===== src/rtl/messbauer_diff_discriminator_burst_gen.sv =====
// Differential-discriminator stimulus source: on each accepted channel strobe, emits a burst of
// lower/upper threshold impulse pairs with a selectable count of lower-only (selected) impulses.
module messbauer_diff_discriminator_burst_gen #(
  parameter int COUNTER_WIDTH            = 8,
  parameter int LOWER_THRESHOLD_DURATION = 3,
  parameter int UPPER_THRESHOLD_DELAY    = 1,
  parameter int UPPER_THRESHOLD_DURATION = 1,
  parameter int IMPULSES_PAUSE           = 10,
  parameter int SELECTION_MODE           = 0
) (
  input  logic                     aclk,
  input  logic                     areset_n,
  input  logic                     enable,
  input  logic                     channel,
  input  logic [COUNTER_WIDTH-1:0] impulses_per_channel,
  input  logic [COUNTER_WIDTH-1:0] impulses_for_selection,
  output logic                     lower_threshold,
  output logic                     upper_threshold,
  output logic                     busy,
  output logic                     done,
  output logic                     overrun,
  output logic [COUNTER_WIDTH-1:0] impulse_count
);

  localparam int CW     = COUNTER_WIDTH;
  localparam int T_MAX  = (LOWER_THRESHOLD_DURATION > IMPULSES_PAUSE) ?
                          LOWER_THRESHOLD_DURATION : IMPULSES_PAUSE;
  localparam int TW     = $clog2(T_MAX + 1);
  localparam int UP_LO  = UPPER_THRESHOLD_DELAY;
  localparam int UP_HI  = UPPER_THRESHOLD_DELAY + UPPER_THRESHOLD_DURATION - 1;
  localparam logic [TW-1:0] PULSE_LAST = TW'(LOWER_THRESHOLD_DURATION - 1);
  localparam logic [TW-1:0] PAUSE_LAST = TW'(IMPULSES_PAUSE - 1);

  typedef enum logic [1:0] {IDLE, PULSE, PAUSE, DONE} state_e;

  state_e          state_q, state_d;
  logic [TW-1:0]   timer_q, timer_d;
  logic [CW-1:0]   n_q, n_d;
  logic [CW-1:0]   s_q, s_d;
  logic [CW-1:0]   count_q, count_d;
  logic            lower_d, upper_d, busy_d, done_d, overrun_d;
  logic            rejected_d;

  // Next-state logic.
  // NOTE: every variable gets a default at the top of the block so no path can infer a latch.
  always_comb begin
    state_d   = state_q;
    timer_d   = timer_q;
    n_d       = n_q;
    s_d       = s_q;
    count_d   = count_q;
    overrun_d = channel && ((state_q == PULSE) || (state_q == PAUSE));

    case (state_q)
      IDLE, DONE: begin
        // DONE behaves like IDLE for strobe acceptance, so back-to-back channels are not lost.
        state_d = IDLE;
        if (channel && enable) begin
          n_d     = impulses_per_channel;
          s_d     = (impulses_for_selection > impulses_per_channel) ?
                    impulses_per_channel : impulses_for_selection;
          count_d = '0;
          timer_d = '0;
          state_d = (impulses_per_channel == '0) ? DONE : PULSE;
        end
      end
      PULSE: begin
        if (timer_q == PULSE_LAST) begin
          timer_d = '0;
          count_d = count_q + CW'(1);
          state_d = PAUSE;
        end else begin
          timer_d = timer_q + TW'(1);
        end
      end
      PAUSE: begin
        if (timer_q == PAUSE_LAST) begin
          timer_d = '0;
          state_d = ((count_q == n_q) || !enable) ? DONE : PULSE;
        end else begin
          timer_d = timer_q + TW'(1);
        end
      end
      default: state_d = IDLE;
    endcase
  end

  // Outputs are decoded from next-state values so they can be registered without extra latency.
  always_comb begin
    if (SELECTION_MODE == 0) begin
      rejected_d = !(count_d < s_d);
    end else begin
      rejected_d = !(count_d >= (n_d - s_d));
    end
    lower_d = (state_d == PULSE);
    upper_d = lower_d && rejected_d &&
              (int'(timer_d) >= UP_LO) && (int'(timer_d) <= UP_HI);
    busy_d  = (state_d == PULSE) || (state_d == PAUSE);
    done_d  = (state_d == DONE);
  end

  // NOTE: state uses non-blocking assignments so every register updates from pre-edge values.
  always_ff @(posedge aclk or negedge areset_n) begin
    if (!areset_n) begin
      state_q         <= IDLE;
      timer_q         <= '0;
      n_q             <= '0;
      s_q             <= '0;
      count_q         <= '0;
      lower_threshold <= 1'b0;
      upper_threshold <= 1'b0;
      busy            <= 1'b0;
      done            <= 1'b0;
      overrun         <= 1'b0;
    end else begin
      state_q         <= state_d;
      timer_q         <= timer_d;
      n_q             <= n_d;
      s_q             <= s_d;
      count_q         <= count_d;
      lower_threshold <= lower_d;
      upper_threshold <= upper_d;
      busy            <= busy_d;
      done            <= done_d;
      overrun         <= overrun_d;
    end
  end

  assign impulse_count = count_q;

endmodule


===== config.mk =====
export PLATFORM = sky130hd
export DESIGN_NAME = messbauer_diff_discriminator_burst_gen
export DESIGN_NICKNAME = d
export VERILOG_FILES = /design/src/rtl/messbauer_diff_discriminator_burst_gen.sv
export SDC_FILE = /design/constraint.sdc
export NUM_CORES = 1
export LEC_CHECK = 0
export CAP_MARGIN = 20
export CORE_AREA = 8 8 104 106
export CTS_CLUSTER_SIZE = 30
export DETAILED_ROUTE_END_ITERATION = 8
export DIE_AREA = 0 0 112 114
export HOLD_SLACK_MARGIN = 0.12
export PLACE_DENSITY = 0.51
export SLEW_MARGIN = 20
export SYNTH_ARGS = -nofsm -noshare
export SYNTH_HDL_FRONTEND = slang
export SYNTH_SLANG_ARGS = --single-unit

===== constraint.sdc =====
create_clock -name aclk -period 2.9 [get_ports aclk]
set_input_delay 0.435 -clock aclk [delete_from_list [all_inputs] [get_ports aclk]]
set_output_delay 0.435 -clock aclk [all_outputs]
set_load 0.005 [all_outputs]

## Word level (Yosys, flattened, before mapping)

Cells that the tools add are included.

| operators by class | value |
|---|---|
| $add $sub $neg | 2 |
| order comparisons | 4 |
| equal/unequal tests | 9 |
| muxes and demuxes | 16 |
| reductions and logical operators | 14 |

Operators with widths:

| operator | count |
|---|---|
| $mux W8 | 5 |
| $pmux W8 S2 | 1 |
| $mux W4 | 3 |
| $pmux W4 S3 | 1 |
| $mux W2 | 5 |
| $add A8 B1 Y8 const B | 1 |
| $eq A2 B2 Y1 const B | 4 |
| $eq A8 B8 Y1 | 1 |
| $gt A8 B8 Y1 | 1 |
| $logic_not A8 Y1 | 1 |
| $lt A8 B8 Y1 | 1 |
| $pmux W2 S3 | 1 |
| $logic_and A1 B1 Y1 | 5 |
| $add A4 B1 Y4 const B | 1 |
| $eq A2 B1 Y1 const B | 2 |
| $eq A4 B2 Y1 const B | 1 |
| $eq A4 B4 Y1 const B | 1 |
| $ge A4 B1 Y1 const B | 1 |
| $le A4 B1 Y1 const B | 1 |
| $logic_or A1 B1 Y1 | 3 |
| $logic_not A1 Y1 | 2 |
| $logic_not A2 Y1 | 1 |
| $reduce_and A2 Y1 | 1 |
| $reduce_or A2 Y1 | 1 |

| word-level totals | value |
|---|---|
| bits in registers | 35 |
| input port bits | 20 |
| output and inout bits | 13 |

## Logic depth before layout (Yosys ltp)

| depth | value |
|---|---|
| depth in word-level cells | 9 |
| depth in mapped cells | 15 |
| mapped depth without buffers | 15 |

## Worst setup path after synthesis

OpenSTA, ideal clock, no wires.

| timing | value |
|---|---|
| kind | input -> register |
| from | input port impulses_per_channel[1] |
| to | register upper_threshold |
| data arrival time | 2896 ps |
| data required time | 2776 ps |
| setup slack | -120 ps |
| stages | 15 |
| buffers on the path | 0 |
| cells stage by stage | inv_1 ha_1 nor2b_1 o211ai_1 a21oi_1 o21ai_2 mux2i_1 o21a_1 ha_1 o211a_1 a2111oi_0 o21ai_0 nand3_1 nor4_1 o31a_1 |

| on the way | value |
|---|---|
| longest elaborated chain between the ends | 9 |

Ends and longest elaborated chain:

| what | RTL line | text |
|---|---|---|
| start: declaration | 15 | `input logic [COUNTER_WIDTH-1:0] impulses_per_channel,` |
| $gt A8 B8 Y1 | 60 | `s_d = (impulses_for_selection > impulses_per_channel) ?` |
| $mux W8 | 60 |  |
| $mux W8 | 58 | `if (channel && enable) begin` |
| $mux W8 | 54 | `case (state_q)` |
| $lt A8 B8 Y1 | 91 | `rejected_d = !(count_d < s_d);` |
| $logic_not A1 Y1 | 91 |  |
| $logic_and A1 B1 Y1 * (2 in a row) | 96 | `upper_d = lower_d && rejected_d &&` |
| $logic_and A1 B1 Y1 * | 97 | `(int'(timer_d) >= UP_LO) && (int'(timer_d) <= UP_HI);` |
| named net upper_d | 41 | `logic lower_d, upper_d, busy_d, done_d, overrun_d;` |
| end signal: assignment | 122 | `upper_threshold <= upper_d;` |
| end: declaration | 18 | `output logic upper_threshold,` |

Mark *: on every way through the listed nets, which the timed path passes. The rest lies on a longest branch.
A chain may end at the register's enable or synchronous reset.

## Worst setup path in the final report

| timing | value |
|---|---|
| from | input port impulses_per_channel[3] |
| to | register upper_threshold |

Same word-level chain as after synthesis.

==> out/qor.log <==
[worst_setup_path] number of buffers and inverters on the critical path 2
[synth] count of synthesis-stage warnings from yosys 0
[run_status] run status finished, violations left
[synth] syn_nets 278
[cts] source-to-sink clock delay at the later pin of the worst-skew pair 290 ps
[job] Max Cap Viol 0
[worst_setup_path] delay of the slowest critical-path stage 470 ps
[global_routing] total track usage 10.1%
[finish] antenna cell count 0
[power] Logic pwr share 26.4%
[detailed_routing] ANT nets after route 0
[timing] Worst Hold Margin 483 ps
[worst_setup_path] critical path class in -> reg
[finish] area overhead of the layout relative to synthesis 45.7%
[timing] number of hold violations in the final report 0
[synth] synthesized netlist cell count 238
[placed_design] global placer's final weighted congestion 0.748
[die] Chip Height 114 um
[synth] simple-gate share of the synthesized area 15.0%
[global_routing] number of antenna violations at the first check in global routing 0
[detailed_routing] detailed-routing iteration count for the pre-antenna-repair pass 4
[power] sw power 366 uW
[global_routing] vias in the first global route 2027
[cts] clock-pin slew reported for the worst setup and hold paths after clock tree synthesis 70 ps
[power] total power per unit cell area 377 nW/um2
[power] standby leakage power 1.47 nW
[power] Sw Ratio 29.6%
[detailed_routing] vias post-DR 2004
[cts] number of buffers between clock root and the deepest sink 2
[timing] share of the cycle needed by the critical path after routing 107%
[cts] number of clock buffers inserted by TritonCTS 5
[worst_setup_path] critical-path cell with the highest stage delay sky130_fd_sc_hd__clkdlybuf4s50_1
[finish] post-route design area 3280 um2
[worst_setup_path] WP data required 3080 ps
[worst_setup_path] critical path data arrival time 3270 ps
[cts] number of levels the H-tree was split into 2
[cts] CTS Root Cell sky130_fd_sc_hd__clkbuf_8
[power] part of the total power dissipated in the clock network 28.7%
[worst_setup_path] kind of cell with the highest combined delay on the critical path compound AO/OA/AOI/OAI gates
[power] part of the total power dissipated in sequential elements 44.9%
[placed_design] count of input and output buffers 32
[timing] # setup viols final 1
[placed_design] DPL Wire Length 4880 um
[timing] setup TNS -195 ps
[timing] headroom to the max-slew limit 47.5%
[worst_setup_path] cell-by-cell trace of the critical path clkdlybuf4s50_1, inv_1, ha_4, a21oi_2, a21oi_4, o21ai_4, mux2i_2, o21a_1, ha_1, o211a_1, a2111oi_4, o21ai_1, nand3_1, nor4_2, o31a_1
[global_routing] GR Overflow Total 0
[die] Core ar. 9110 um2
[die] horizontal die dimension 112 um
[global_routing] largest net degree at the start of global routing 40
[synth] main combinational cell family by area after synthesis compound AO/OA/AOI/OAI gates
[timing] RSZ-0062 raised after global routing yes
[timing] Least-Margin Pin Slew 777 ps
[detailed_routing] vias per cell 4.75
[synth] mux share of post-synthesis cell area 6.62%
[timing] minimum period implied by the final worst setup slack 3100 ps
[worst_setup_path] sort of element at the end of the critical path flip-flop
[detailed_routing] DRC violation total after the first TritonRoute iteration 93
[synth] post-synthesis cell type count 44
[die] die outline area 12800 um2
[run_status] violations in the final reports setup timing
[synth] post-synthesis sequential area ratio 38.9%
[timing] highest clock rate 323 MHz
[power] Cell Int Power 869 uW
[worst_setup_path] Worst Setup Start Kind input port
[detailed_routing] DR DRC count 0
[synth] synthesized-area fraction occupied by ao, oa, aoi and oai cells 20.0%
[synth] adder and majority gate portion of the synthesized area 11.1%
[synth] async set or reset register ratio after synthesis 100%
[die] Rows 35
[finish] net count reported at finish 350
[worst_setup_path] Critical Path Fanout Max 4
[synth] Most used DFF post-synth sky130_fd_sc_hd__dfrtp_1
[cts] number of hold buffers added after CTS 0
[synth] xor and xnor area share after synthesis 3.50%
[finish] fraction of final layout cells with drive strength greater than 1 28.9%
[timing] Slew Viols, Final 0
[worst_hold_path] Worst Hold Class reg -> reg
[synth] Avg Synthesized Cell Area 9.45 um2
[cts] TritonCTS clock tree built
[synth] number of enable-type register cells in the synthesized netlist 0
[die] top-level port count 33
[timing] final setup margin -195 ps
[finish] final core utilization 36.0%
[synth] flop and latch count out of synthesis 35
[detailed_routing] detailed-route wire length per cell 14.9 um
[global_routing] global-route wire length before repair 10400 um
[placed_design] Placed Instance Area 3020 um2
[cts] CTS sink cnt 35
[detailed_routing] drt total wl 6280 um
[synth] post-synth design cell area 2250 um2
[power] Max IR drop VDD 0.165 mV
[die] effective utilization at floorplan 24.7%
[placed_design] pre-CTS setup slack -659 ps
[timing] final setup skew 4.01 ps
-- per-layer routing --
layer / vias to the layer above / track usage [%] / share of wire (%)
li1: 1011 / - / -
met1: 943 / 13.1 / 49
met2: 43 / 16.3 / 46
met3: 7 / 2.32 / 3.4
met4: 0 / 2.97 / 1.6
met5: - / 0 / 0
-- flip-flops by register name, indices dropped and copies added, names as in the netlist --
| name | flops |
|---|---|
| busy | 1 |
| done | 1 |
| impulse_count | 8 |
| lower_threshold | 1 |
| n_q | 8 |
| overrun | 1 |
| s_q | 8 |
| state_q | 2 |
| timer_q | 4 |
| upper_threshold | 1 |
-- synth_stat cells, types with 4 or more instances --
cell                        n  area, um2
sky130_fd_sc_hd__inv_1     13       48.8
sky130_fd_sc_hd__nand4_1    5       31.3
sky130_fd_sc_hd__dfrtp_1   35        876
sky130_fd_sc_hd__a22o_1     9       78.8
sky130_fd_sc_hd__mux2i_1    7       70.1
sky130_fd_sc_hd__nor2_1    12       45.0
sky130_fd_sc_hd__o21a_1     8       60.1
sky130_fd_sc_hd__mux2_2     5       56.3
sky130_fd_sc_hd__a21oi_1    9       45.0
sky130_fd_sc_hd__clkbuf_1   8       30.0
sky130_fd_sc_hd__nand2_1   26       97.6
sky130_fd_sc_hd__o21ai_0   23        115
sky130_fd_sc_hd__nor4_1     4       25.0
sky130_fd_sc_hd__nand3_1    5       25.0
sky130_fd_sc_hd__xnor2_1    8       70.1
sky130_fd_sc_hd__ha_1      20        250
-- worst min-delay path, stage by stage, from the launching register on --
cell	delay [ps]
sky130_fd_sc_hd__dfrtp_1	330
sky130_fd_sc_hd__nand2_1	50
sky130_fd_sc_hd__o21ai_0	70
-- repair_timing --
| item | 4_1_cts | 5_1_grt |
|---|---|---|
| setup buffers | 0 | 1 |
| gates resized for setup | 34 | 8 |
| pin swaps | 18 | 4 |
| setup endpoints to repair | 1 | 1 |
-- cell usage in the layout, fill, tap and decap left out, types with 6 or more instances in the layout --
| cell | instances |
|---|---|
| sky130_fd_sc_hd__o21a_1 | 8 |
| sky130_fd_sc_hd__nand2_1 | 26 |
| sky130_fd_sc_hd__xnor2_1 | 8 |
| sky130_fd_sc_hd__a22o_1 | 8 |
| sky130_fd_sc_hd__buf_4 | 42 |
| sky130_fd_sc_hd__dfrtp_1 | 35 |
| sky130_fd_sc_hd__inv_2 | 6 |
| sky130_fd_sc_hd__ha_4 | 6 |
| sky130_fd_sc_hd__clkdlybuf4s50_1 | 24 |
| sky130_fd_sc_hd__ha_1 | 13 |
| sky130_fd_sc_hd__inv_1 | 8 |
| sky130_fd_sc_hd__o21ai_0 | 21 |
| sky130_fd_sc_hd__nor2_1 | 11 |
-- per-stage QoR --
step | power [mW] | instances
2_1_floorplan | 0.724 | 238
3_3_place_gp | 0.852 | 413
3_5_place_dp | 0.856 | 413
4_1_cts | 1.24 | 421
5_1_grt | 1.31 | 422
6_report | 1.23 | 422
-- power by group through the flow --
stage	Clock, mW	Sequential [mW]	Combinational [mW]
after floorplan	0	0.559	0.164
after global placement	0	0.564	0.287
after detailed placement	0	0.565	0.291
after global routing	0.394	0.560	0.360
after CTS	0.368	0.555	0.315
final	0.355	0.554	0.325
-- layout make-up --
| class | instances | area (um2) |
|---|---|---|
| Fill cell | 950 | 5830 |
| Tap cell | 111 | 139 |
| Inverter | 14 | 52.6 |
| Multi-Input combinational cell | 177 | 1450 |
| Timing Repair Buffer | 77 | 677 |
| Clock buffer | 6 | 72.6 |
| Clock inverter | 2 | 12.5 |
| Sequential cell | 35 | 876 |
-- worst paths after layout --
kind,from,end,slack [ps],depth (start not counted)
max,impulses_per_channel[3],upper_threshold,-200,15
min,s_q[7],s_q[7],480,2
max reg2reg,timer_q[3],upper_threshold,-140,12
min reg2reg,s_q[7],s_q[7],480,2
max in group asynchronous,areset_n,overrun,2020,2
min in group asynchronous,areset_n,s_q[5],550,2
-- cells by family (layout without fill, tap and decap cells) --
| family | count (synthesis) | in the layout |
|---|---|---|
| xor+xnor | 9 | 9 |
| flops | 35 | 35 |
| compound gates | 67 | 67 |
| buf+inv | 26 | 99 |
| fa+ha+maj | 20 | 20 |
| simple gates | 67 | 67 |
| mux | 14 | 14 |
(Power assumes the default switching activity.)
==> RTL edit, RTL diff (same flow settings) <==
The parameter `SELECTION_MODE` goes from 0 to 1.
--- a/src/rtl/messbauer_diff_discriminator_burst_gen.sv
+++ b/src/rtl/messbauer_diff_discriminator_burst_gen.sv
@@ -6,7 +6,7 @@
   parameter int UPPER_THRESHOLD_DELAY    = 1,
   parameter int UPPER_THRESHOLD_DURATION = 1,
   parameter int IMPULSES_PAUSE           = 10,
-  parameter int SELECTION_MODE           = 0
+  parameter int SELECTION_MODE           = 1
 ) (
   input  logic                     aclk,
   input  logic                     areset_n,
Formal check against the unedited RTL: not equivalent (Yosys sat finds a counterexample within 4 cycles, from zero or initial values and one cycle with areset_n low).
==> RTL edit against the original RTL <==
  * The run still ends with negative setup slack left
  * Final cell count grew 28%
  * Core utilization is 9.0 points higher
  * Critical path depth up 6
  * Sequential cell count unchanged
  * Wire length grew 28%
  * Setup slack lost 0.62 ns
  * Area after synthesis grew 19%
  * Via count increased by 34%
  * Worst hold slack worse by 0.26 ns
  * Design area is 25% higher
  * Critical path type unchanged
  * Largest cell class unchanged
Power is not compared: it rests on default switching activity, and its combinational part moved more than twofold at a synthesized area within 25%.
==> RTL edit: results (changes against the original RTL) <==
The flow ran to the end, but the final reports show violations. Failing checks: negative setup slack (unchanged). The setup-violating endpoint count in the final report is 2 (was 1).

Leading cell types by total area after synthesis: dfrtp_1, ha_1, nand2_1, xor2_1, nand4_1 (was dfrtp_1, ha_1, o21ai_0, nand2_1, a22o_1). The iteration-0 DRC count of the detailed router was 91 (was 93); the post-layout worst setup margin was -0.811 ns (was -0.195 ns). The worst clock skew was 0.00392 ns (was 0.00401 ns).

The logs give 36 (was 40) for the maximum number of pins on one net before global-route repair and 351 (was 278) for the number of nets in the synthesized netlist. Most numerous cell types in the synthesized netlist: nand2_1, dfrtp_1, ha_1 (was dfrtp_1, nand2_1, o21ai_0). The largest driver fanout on the critical path works out to 5 (was 4). The transition time at the pin with the least slew margin is 0.826 ns (was 0.777 ns), and the setup TNS is -1.46 ns (was -0.195 ns). The average wire length per cell after detail routing was 14.9 um (about the same); the area of placed instances was 3690 um^2 (was 3020 um^2). The logs give 32.8% (was 38.9%) for the sequential-to-total area share from yosys stat and 3.90 ns (was 3.27 ns) for the data arrival time of the critical path.

The post-synthesis area per instance is 8.84 um^2 (was 9.45 um^2). The logs give -1.84 ns (was -0.659 ns) for the worst setup slack before clock tree synthesis and 8030 um (was 6280 um) for the total routed wirelength. For the wire length of the first global-routing pass, the log shows 13200 um (was 10400 um). Biggest cell delay along the critical path: 0.34 ns (was 0.47 ns).

The via count of the first global-routing pass was 2766 (was 2027); the total track usage was 12.6% (was 10.1%). The logs give 503 (was 413) for the total placed cells including tap cells and 0.826 (was 0.748) for the final weighted congestion of routability-driven global placement. The layout cell share with drive strength beyond 1 is 38.5% (was 28.9%), and the total number of nets in the final design is 477 (was 350). The tools report the number of distinct library cell variants in the gate-level netlist after synthesis as 55 (was 44). The worst min-delay path category was in -> async (was reg -> reg).
-- RTL edit: cell count changes after synthesis, sizes merged, moves of 6 or more --
cell / before / now
ha: 20 / 28
inv: 14 / 20
mux2i: 7 / 0
nand2: 26 / 43
nand4: 5 / 13
o211ai: 1 / 9
o21ai: 24 / 17
xor2: 1 / 12
-- RTL edit: final timing paths --
check | from | endpoint | slack, ns
min in group aclk | impulses_per_channel[7] | n_q[7] | 0.48
worst max register to register | state_q[0] | upper_threshold | -0.73
worst min-delay path | areset_n | impulse_count[3] | 0.22
worst min register to register | s_q[3] | s_q[3] | 0.50
max in group asynchronous | areset_n | n_q[4] | 2.13
worst max-delay path | impulses_for_selection[7] | upper_threshold | -0.81
-- RTL edit: cells by family after synthesis --
kind of cell             share of synthesized area (%)
AND/OR/NAND/NOR                                   20.4
AO/OA/AOI/OAI                                     20.5
multiplexers                                     0.984
adder cells (fa/ha/maj)                           13.9
flip-flops                                        32.8
buffers and inverters                             6.56
XOR/XNOR                                          4.92
-- RTL edit: cell type report --
type                            instances  area [um^2]
Clock inverter                          3         15.0
Timing Repair Buffer                  135         1150
Inverter                               20         85.1
Sequential cell                        35          876
Fill cell                             880         5010
Clock buffer                            5         68.8
Tap cell                              111          139
Multi-Input combinational cell        231         1770
-- RTL edit: metal layers --
metal | track usage, % | up-vias | part of all wire (%)
met5 | 0 | - | 0
met4 | 3.42 | 0 | 1.1
met3 | 2.01 | 9 | 3.6
met2 | 22.5 | 47 | 50
met1 | 15.5 | 1289 | 46
li1 | - | 1348 | -
-- RTL edit: power by group through the flow --
| stage | clock (uW) | combinational (uW) | sequential [uW] |
|---|---|---|---|
| after floorplan | 0 | 443 | 565 |
| after global placement | 0 | 726 | 572 |
| after detailed placement | 0 | 739 | 573 |
| after CTS | 366 | 906 | 563 |
| after global routing | 386 | 1070 | 568 |
| final | 356 | 970 | 563 |
-- RTL edit: timing repair --
action | 4_1_cts | 5_1_grt
pin swaps | 28 | 10
gates resized for setup | 105 | 10
setup endpoints to repair | 1 | 2
gates cloned | 0 | 0
buffers inserted | 26 | 3
hold endpoints to repair | 0 | 0
-- RTL edit: worst reg2reg max path, delay by kind of cell (launching register included) --
family | cells | cell delay, ns
flip-flops | 1 | 0.36
adder cells (fa/ha/maj) | 3 | 0.81
AND/OR/NAND/NOR | 8 | 1.02
buffers and inverters | 6 | 0.78
AO/OA/AOI/OAI | 3 | 0.57
